## config.mk

```make
export PLATFORM = sky130hd
export DESIGN_NAME = if_id_stage
export DESIGN_NICKNAME = d
export VERILOG_FILES = /design/src/rtl/mips_pipe_pkg.sv /design/src/rtl/if_skid_buf.sv /design/src/rtl/if_id_stage.sv
export SDC_FILE = /design/constraint.sdc
export NUM_CORES = 1
export LEC_CHECK = 0
export CAP_MARGIN = 20
export CORE_ASPECT_RATIO = 0.9
export CORE_MARGIN = 8
export CORE_UTILIZATION = 34
export DETAILED_ROUTE_END_ITERATION = 6
export PLACE_DENSITY = 0.69
export SLEW_MARGIN = 20
export SYNTH_ARGS = -nofsm -noshare
export SYNTH_HDL_FRONTEND = slang
export SYNTH_SLANG_ARGS = --single-unit
```

## constraint.sdc

```tcl
create_clock -name clk -period 2.2 [get_ports clk]
set_clock_uncertainty 0.05 [all_clocks]
set_input_delay 0.44 -clock clk [delete_from_list [all_inputs] [get_ports clk]]
set_output_delay 0.44 -clock clk [all_outputs]
set_load 0.005 [all_outputs]
```

## src/rtl/mips_pipe_pkg.sv

```systemverilog
// Shared definitions for the fetch side of the pipeline.
// Contents:
//   DATA_W, ADDR_W  default instruction word and PC widths
//   NOP_INSTR       word placed in IF/ID for a bubble or a flush
//   ST_*            2-bit encoding of the IF/ID fetch-tracking FSM
package mips_pipe_pkg;

    localparam int DATA_W = 16;
    localparam int ADDR_W = 16;

    localparam logic [DATA_W-1:0] NOP_INSTR = 16'h0000;

    // IDLE: nothing in flight, PEND: one read in flight, SKID: word parked
    localparam logic [1:0] ST_IDLE = 2'd0;
    localparam logic [1:0] ST_PEND = 2'd1;
    localparam logic [1:0] ST_SKID = 2'd2;

endpackage

```

## src/rtl/if_skid_buf.sv

```systemverilog
// One-entry holding register for an instruction word and its PC+1.
// Catches the word returned by instruction memory when ID stalls in the
// same cycle, so the returned data is never lost.
// Ports:
//   clk, reset            clock, asynchronous active-low reset
//   load                  capture in_instr/in_pc_inc and mark valid
//   clear                 discard the entry (wins over load)
//   in_instr, in_pc_inc   word and PC+1 to park
//   instr, pc_inc, valid  parked contents
module if_skid_buf #(
    parameter int DATA_W = mips_pipe_pkg::DATA_W,
    parameter int ADDR_W = mips_pipe_pkg::ADDR_W
) (
    input  logic              clk,
    input  logic              reset,
    input  logic              load,
    input  logic              clear,
    input  logic [DATA_W-1:0] in_instr,
    input  logic [ADDR_W-1:0] in_pc_inc,
    output logic [DATA_W-1:0] instr,
    output logic [ADDR_W-1:0] pc_inc,
    output logic              valid
);
    import mips_pipe_pkg::*;

    always_ff @(posedge clk or negedge reset) begin
        if (!reset) begin
            instr  <= '0;
            pc_inc <= '0;
            valid  <= 1'b0;
        end else if (clear) begin
            instr  <= '0;
            pc_inc <= '0;
            valid  <= 1'b0;
        end else if (load) begin
            instr  <= in_instr;
            pc_inc <= in_pc_inc;
            valid  <= 1'b1;
        end
    end

endmodule

```

## src/rtl/if_id_stage.sv

```systemverilog
// IF/ID pipeline register with fetch tracking.
// Captures the PC+1 paired with each instruction-memory request, receives
// the word one cycle later and presents both to ID. A one-entry skid buffer
// absorbs the word that returns in the cycle ID first stalls. A branch
// flush kills the in-flight read and the skid entry and inserts a bubble.
// Ports:
//   clk, reset      clock, asynchronous active-low reset
//   fetch_en        a fetch is requested this cycle
//   pc_inc_in       PC+1 of the address issued this cycle
//   imem_rdata      word for the address issued last cycle
//   stall_id        hold IF/ID
//   flush           taken branch/jump: kill wrong-path work
//   pc_write        PC may advance (combinational)
//   ifid_instr      IF/ID instruction
//   ifid_pc_inc     IF/ID PC+1
//   ifid_valid      IF/ID holds a real instruction
//   stall_cnt       saturating count of stalled cycles
module if_id_stage #(
    parameter int                DATA_W    = mips_pipe_pkg::DATA_W,
    parameter int                ADDR_W    = mips_pipe_pkg::ADDR_W,
    parameter logic [DATA_W-1:0] NOP_INSTR = mips_pipe_pkg::NOP_INSTR
) (
    input  logic              clk,
    input  logic              reset,
    input  logic              fetch_en,
    input  logic [ADDR_W-1:0] pc_inc_in,
    input  logic [DATA_W-1:0] imem_rdata,
    input  logic              stall_id,
    input  logic              flush,
    output logic              pc_write,
    output logic [DATA_W-1:0] ifid_instr,
    output logic [ADDR_W-1:0] ifid_pc_inc,
    output logic              ifid_valid,
    output logic [15:0]       stall_cnt
);
    import mips_pipe_pkg::*;

    logic [1:0]        state;
    logic [ADDR_W-1:0] pend_pc_inc;
    logic              issue;
    logic              skid_load;
    logic              skid_clear;
    logic [DATA_W-1:0] skid_instr;
    logic [ADDR_W-1:0] skid_pc_inc;
    logic              skid_valid;

    function automatic logic [15:0] sat_inc16(input logic [15:0] v);
        return (v == 16'hFFFF) ? v : v + 16'd1;
    endfunction

    // Flush must let the PC load the branch target even when ID stalls.
    assign pc_write = flush | ~stall_id;

    // The wrong-path address presented during a flush is never requested.
    assign issue = fetch_en & pc_write & ~flush;

    // A stall while a read is in flight parks the returning word; releasing
    // the stall from SKID (or any flush) empties the buffer.
    assign skid_load  = (state == ST_PEND) & stall_id & ~flush;
    assign skid_clear = flush | ((state == ST_SKID) & ~stall_id);

    if_skid_buf #(
        .DATA_W (DATA_W),
        .ADDR_W (ADDR_W)
    ) u_skid (
        .clk       (clk),
        .reset     (reset),
        .load      (skid_load),
        .clear     (skid_clear),
        .in_instr  (imem_rdata),
        .in_pc_inc (pend_pc_inc),
        .instr     (skid_instr),
        .pc_inc    (skid_pc_inc),
        .valid     (skid_valid)
    );

    // Request stage: remember the PC+1 that goes with the in-flight read
    always_ff @(posedge clk or negedge reset) begin
        if (!reset) begin
            pend_pc_inc <= '0;
        end else if (issue) begin
            pend_pc_inc <= pc_inc_in;
        end
    end

    // IF/ID register and fetch-tracking FSM
    always_ff @(posedge clk or negedge reset) begin
        if (!reset) begin
            state       <= ST_IDLE;
            ifid_instr  <= NOP_INSTR;
            ifid_pc_inc <= '0;
            ifid_valid  <= 1'b0;
        end else if (flush) begin
            // ifid_pc_inc is left as is; only the instruction is killed
            state      <= ST_IDLE;
            ifid_instr <= NOP_INSTR;
            ifid_valid <= 1'b0;
        end else begin
            case (state)
                ST_IDLE: begin
                    if (!stall_id) begin
                        ifid_instr <= NOP_INSTR;
                        ifid_valid <= 1'b0;
                    end
                    state <= issue ? ST_PEND : ST_IDLE;
                end
                ST_PEND: begin
                    if (!stall_id) begin
                        ifid_instr  <= imem_rdata;
                        ifid_pc_inc <= pend_pc_inc;
                        ifid_valid  <= 1'b1;
                        state       <= issue ? ST_PEND : ST_IDLE;
                    end else begin
                        // pc_write is low, so nothing new is in flight
                        state <= ST_SKID;
                    end
                end
                ST_SKID: begin
                    if (!stall_id) begin
                        ifid_instr  <= skid_instr;
                        ifid_pc_inc <= skid_pc_inc;
                        ifid_valid  <= skid_valid;
                        state       <= issue ? ST_PEND : ST_IDLE;
                    end
                end
                default: begin
                    state <= ST_IDLE;
                end
            endcase
        end
    end

    always_ff @(posedge clk or negedge reset) begin
        if (!reset) begin
            stall_cnt <= 16'd0;
        end else if (stall_id) begin
            stall_cnt <= sat_inc16(stall_cnt);
        end
    end

endmodule

```

Yosys cells after proc, flatten, opt, wreduce, memory -nomap -nowiden. Index checks and enable logic that the tools add are counted.

Output and inout bits: 50. Register bits after elaboration: 100. Logic and storage cells: 59. Input bits: 37.

Add/subtract/negate cells: 1. Bitwise operators: 10. Muxes and demuxes: 24. Eq/ne operators: 8. Reduce and logical (&&, ||, !) cells: 7.

Operators by type and width (count): $mux W16 (10); $pmux W16 S3 (1); $pmux W16 S2 (1); $add A16 B1 Y16 const B (1); $eq A16 B16 Y1 const B (1); $ne A3 B3 Y1 const B (3); $reduce_and A4 Y1 (2); $mux W1 (7); $mux W2 (3); $pmux W2 S3 (1); $and A1 B1 Y1 (5); $ne A2 B2 Y1 const B (2); $reduce_bool A2 Y1 (2); $reduce_bool A4 Y1 (1); $not A1 Y1 (3); $pmux W1 S3 (1); $eq A2 B1 Y1 const B (1); $eq A2 B2 Y1 const B (1); $logic_not A2 Y1 (1); $or A1 B1 Y1 (2); $reduce_and A2 Y1 (1).

Depth between registers and ports, before layout.
Depth after elaboration: 8. Mapped depth: 8. Depth with buffers taken out: 6.

Cells and area by module. From an unflattened synthesis, not the netlist that was laid out.

Cell total of the unflattened synthesis: 365. Area total of the unflattened synthesis: 4456.8 um2.

Modules (own cells, without submodules): if_id_stage (cells an instance 258, area each 3094.2 um2, instances 1); if_skid_buf (cells an instance 107, area each 1362.6 um2, instances 1).

Least setup slack after synthesis. Ideal clock, no wire load.

Path kind: register to register. Start: register state[0]. End: register ifid_valid. Stages on the path, launching flop included: 8. Buffers on the path: 1. Data arrival time: 1651 ps. Setup slack: 389 ps. Path through: dfrtp_1 > inv_1 > ha_1 > or2_2 > a21oi_2 > buf_2 > nand2_1 > o41ai_1.

Longest elaborated chain between the ends: 3.

RTL lines: start: declaration (line if_id_stage.sv:38) `logic [1:0] state;`; start signal: assignment (line if_id_stage.sv:105) `state <= issue ? ST_PEND : ST_IDLE;`; start signal: assignment (line if_id_stage.sv:112) `state <= issue ? ST_PEND : ST_IDLE;`; start signal: assignment (line if_id_stage.sv:123) `state <= issue ? ST_PEND : ST_IDLE;`; $eq A2 B2 Y1 (tied with other cells) (line if_id_stage.sv:99) `case (state)`; $ne A3 B3 Y1 (no source line) (tied with other cells); $reduce_and A4 Y1 (no source line) or $mux W1 (tied branches); end signal: assignment (line if_id_stage.sv:122) `ifid_valid <= skid_valid;`; end: declaration (line if_id_stage.sv:33) `output logic ifid_valid,`.

Parallel ways exist; a longest one is shown, timed or not. A chain may end at the register's enable or synchronous reset.

Worst setup path after layout.
Start: input port stall_id. End: output port pc_write.

Longest elaborated chain between the ends: 2.

RTL lines: start: declaration (line if_id_stage.sv:28) `input logic stall_id,`; $not A1 Y1 (line if_id_stage.sv:52) `assign pc_write = flush | ~stall_id;`; $or A1 B1 Y1 (line if_id_stage.sv:52); end: declaration (line if_id_stage.sv:30) `output logic pc_write,`.

Every way passes these cells.

==> impl_metrics.yaml <==
logic_synthesis:
  synthSimpleGateAreaFrac_pct: 10.0
  synth_xor_xnor_area_share_pct: 1.64
  synth_compound_area_share_pct: 15.8
  yosysWarnings: 0
  synth_nets: 397
  syn_inst: 355
  ys_seq_area_share_pct: 58.6
  ys.flop_type: "dfrtp_1"
  synth_top_family_by_area: "compound AO/OA/AOI/OAI gates"
  synth_edf_count: 0
  avgSynthCellArea_um2: 12.0
  synthArstFlopShare_pct: 100
  synth_adder_area_share_pct: 1.46
  synthMuxAreaShare_pct: 9.78
  synthesis.area_um2: 4270
  ys_ff_latch: 100
  synth_cell_types: 44
setup_path:
  crit_fanout: 5
  worst_path_largest_cell_delay_ns: 0.55
  end_kind: "primary output"
  rr_startpoint: "stall_cnt[0]"
  critPathArrivalTime_ns: 1.66
  crit_cells: 3
  startpoint: "stall_id"
  crit_type: "in2out"
  critical-path-top-delay-family: "buffers and inverters"
  cp_slowest_cell: "clkdlybuf4s50_1"
  cpMostUsedCell: "clkdlybuf4s50_1"
  cp.required_ns: 1.71
  crit_buf_inv: 2
  crit_path_start_kind: "input pin"
  rr_worst_depth: 4
  crit_chain: "clkdlybuf4s50_1, nand2b_4, clkdlybuf4s50_1"
grt:
  grt_pass1_vias: 3387
  grt_max_degree: 101
  antenna_found_initial: 0
  grt_pass1_wl_um: 17000
  overflow: 0
  grt_usage_pct: 12.9
timing:
  tightest_slew_ns: 0.524
  setup_slack_ns: 0.0470
  setup_viol: 0
  final-max-slew-violation-count: 0
  rsz0062_at_grt: "false"
  max_freq_mhz: 464
  finalSetupTns_ns: 0
  relSlewSlack_pct: 65.0
  worst_hold_slack_ns: 0.114
  fin_crit_ns: 2.15
  post-route-period-util_pct: 97.9
  finalHoldViolCount: 0
layout:
  seq_area_um2: 2500
  fill_cells: 1196
  fin_util_pct: 45.9
  multi_input_area_um2: 1660
  fin_nets: 492
  antenna_cells: 0
  drive_above_1_share_pct: 14.3
  syn2layout_area_growth_pct: 34.2
clock_network:
  cts_setup_buffers: 0
  cts-root-buf: "clkbuf_16"
  cts_sinks: 100
  cts_buffer_depth: 2
  cts.htree.levels: 3
  holdBufCountCts: 0
  clk_pin_slew_worst_paths_ns: 0.06
  cts_resized: 0
  cts_tree: "yes"
  clk_latency_ns: 0.33
  numCtsBuffers: 9
pwr:
  power_density_nw_per_um2: 835
  p_total_mw: 4.79
  vdd_drop_max_mv: 0.472
  p_leak_nw: 2.41
min_path:
  hp-class: "in2async"
detailed_routing:
  routedWlPerCell_um: 16.3
  viasPerCell: 5.07
  vias: 3140
  drt-pass1-iter-count: 4
  drt-total-wl_um: 10100
  drc: 0
  wl_met1_um: 4390
  drtIter0Drc: 209
  wl_met3_um: 798
  highest_layer: "met4"
  postRouteAntennaNets: 0
  dr_wl_met2_um: 4830
die:
  initial_utilization_pct: 34.2
  placement_rows: 39
  die_y_um: 122
  io_pins: 87
  die_w_um: 134
  design.die.area_um2: 16400
  coreArea_um2: 12500
placement:
  dp_hpwl_um: 6950
  io_buffers: 86
  dp_slack_ns: -0.0747
  finalWeightedCongestion: 0.757
run_status:
  outcome: "complete, no violations"
flow_run:
  maxCapViolCount: 0
through the flow:
stage / instances / area, um2
finish: 619 / 5730
global route: 619 / 5730
CTS: 619 / 5730
detailed placement: 603 / 5420
global placement: 603 / 5420
floorplan: 355 / 4270
path summary, 6_finish.rpt:
kind | end | slack, ns
worst max-delay path | pc_write | 0.05
max in group asynchronous | u_skid.instr[10] | 1.60
worst min register to register | ifid_instr[1] | 0.43
worst max register to register | stall_cnt[1] | 0.25
min in group clk | ifid_instr[1] | 0.43
worst min-delay path | ifid_pc_inc[1] | 0.11
registers in the layout, indices dropped and copies added, names as in the netlist:
register and count:
u_skid.valid 1, ifid_instr 16, ifid_valid 1, u_skid.pc_inc 16
u_skid.instr 16, stall_cnt 16, state 2, pend_pc_inc 16
ifid_pc_inc 16
final cells by class:
class                           instances  area share [%]
Sequential cell                       100            43.6
Clock buffer                           13            4.71
Tap cell                              164            3.58
Multi-Input combinational cell        230            29.0
Timing Repair Buffer                  104            18.0
Clock inverter                          3           0.764
Inverter                                5           0.327
cell families after synthesis:
family	count (synthesis)
DFF	100
buffers and inverters	25
muxes	39
AOI/OAI and AO/OA	95
xor gates and xnor gates	8
adders and majority gates	5
and+or+nand+nor	83
power by group:
group | total (mW) | switching (mW) | leakage (nW) | internal (mW)
Clock | 1.62 | 0.648 | 0.156 | 0.976
Sequential | 2.27 | 0.200 | 1.30 | 2.07
Combinational | 0.901 | 0.361 | 0.948 | 0.540
Yosys cell counts, drive strengths merged (2+ instances only):
| master | n | area (um2) |
|---|---|---|
| nor2 | 31 | 124 |
| o31ai | 2 | 15.0 |
| xor2 | 5 | 43.8 |
| clkbuf | 10 | 47.5 |
| dfrtp | 100 | 2500 |
| ha | 5 | 62.6 |
| o21ai | 18 | 90.1 |
| xnor2 | 3 | 26.3 |
| nor4 | 2 | 18.8 |
| nand2b | 2 | 20.0 |
| mux2 | 19 | 218 |
| a22oi | 16 | 120 |
| a21oi | 22 | 114 |
| a22o | 29 | 254 |
| o41ai | 2 | 36.3 |
| mux2i | 20 | 200 |
| nand2 | 22 | 82.6 |
| nand4 | 7 | 58.8 |
| or2 | 2 | 12.5 |
| inv | 5 | 18.8 |
| buf | 10 | 51.3 |
| nor3 | 6 | 35.0 |
| nand3 | 7 | 35.0 |
worst reg2reg max path, stage by stage, from the launching register on:
cell and delay, ns:
dfrtp_1 0.41, ha_1 0.26, nand4_1 0.20, o41ai_4 0.57, mux2_4 0.34
cells in the final DEF, fill, tap and decap left out, drive strengths merged:
cell / count
dfrtp: 100
clkdlybuf4s50: 85
nor2: 31
a22o: 29
nand2: 22
a21oi: 22
mux2i: 20
mux2: 19
buf: 19
o21ai: 18
a22oi: 16
clkbuf: 13
nand3: 7
nand4: 7
nor3: 6
inv: 5
xor2: 5
ha: 5
xnor2: 3
o31ai: 2
or2: 2
nand2b: 2
nor4: 2
o41ai: 2
clkinv: 2
a21o: 1
nor3b: 1
o22ai: 1
and4: 1
and3: 1
o21a: 1
a21boi: 1
a41oi: 1
a31oi: 1
nand3b: 1
bufinv: 1
layer usage:
layer | vias up | global-route usage (%)
met1 | 1561 | 15.7
met2 | 86 | 21.4
met5 | - | 0
li1 | 1483 | -
met3 | 10 | 4.42
met4 | 0 | 3.64
Note: power is estimated with default switching activity, not from simulation.
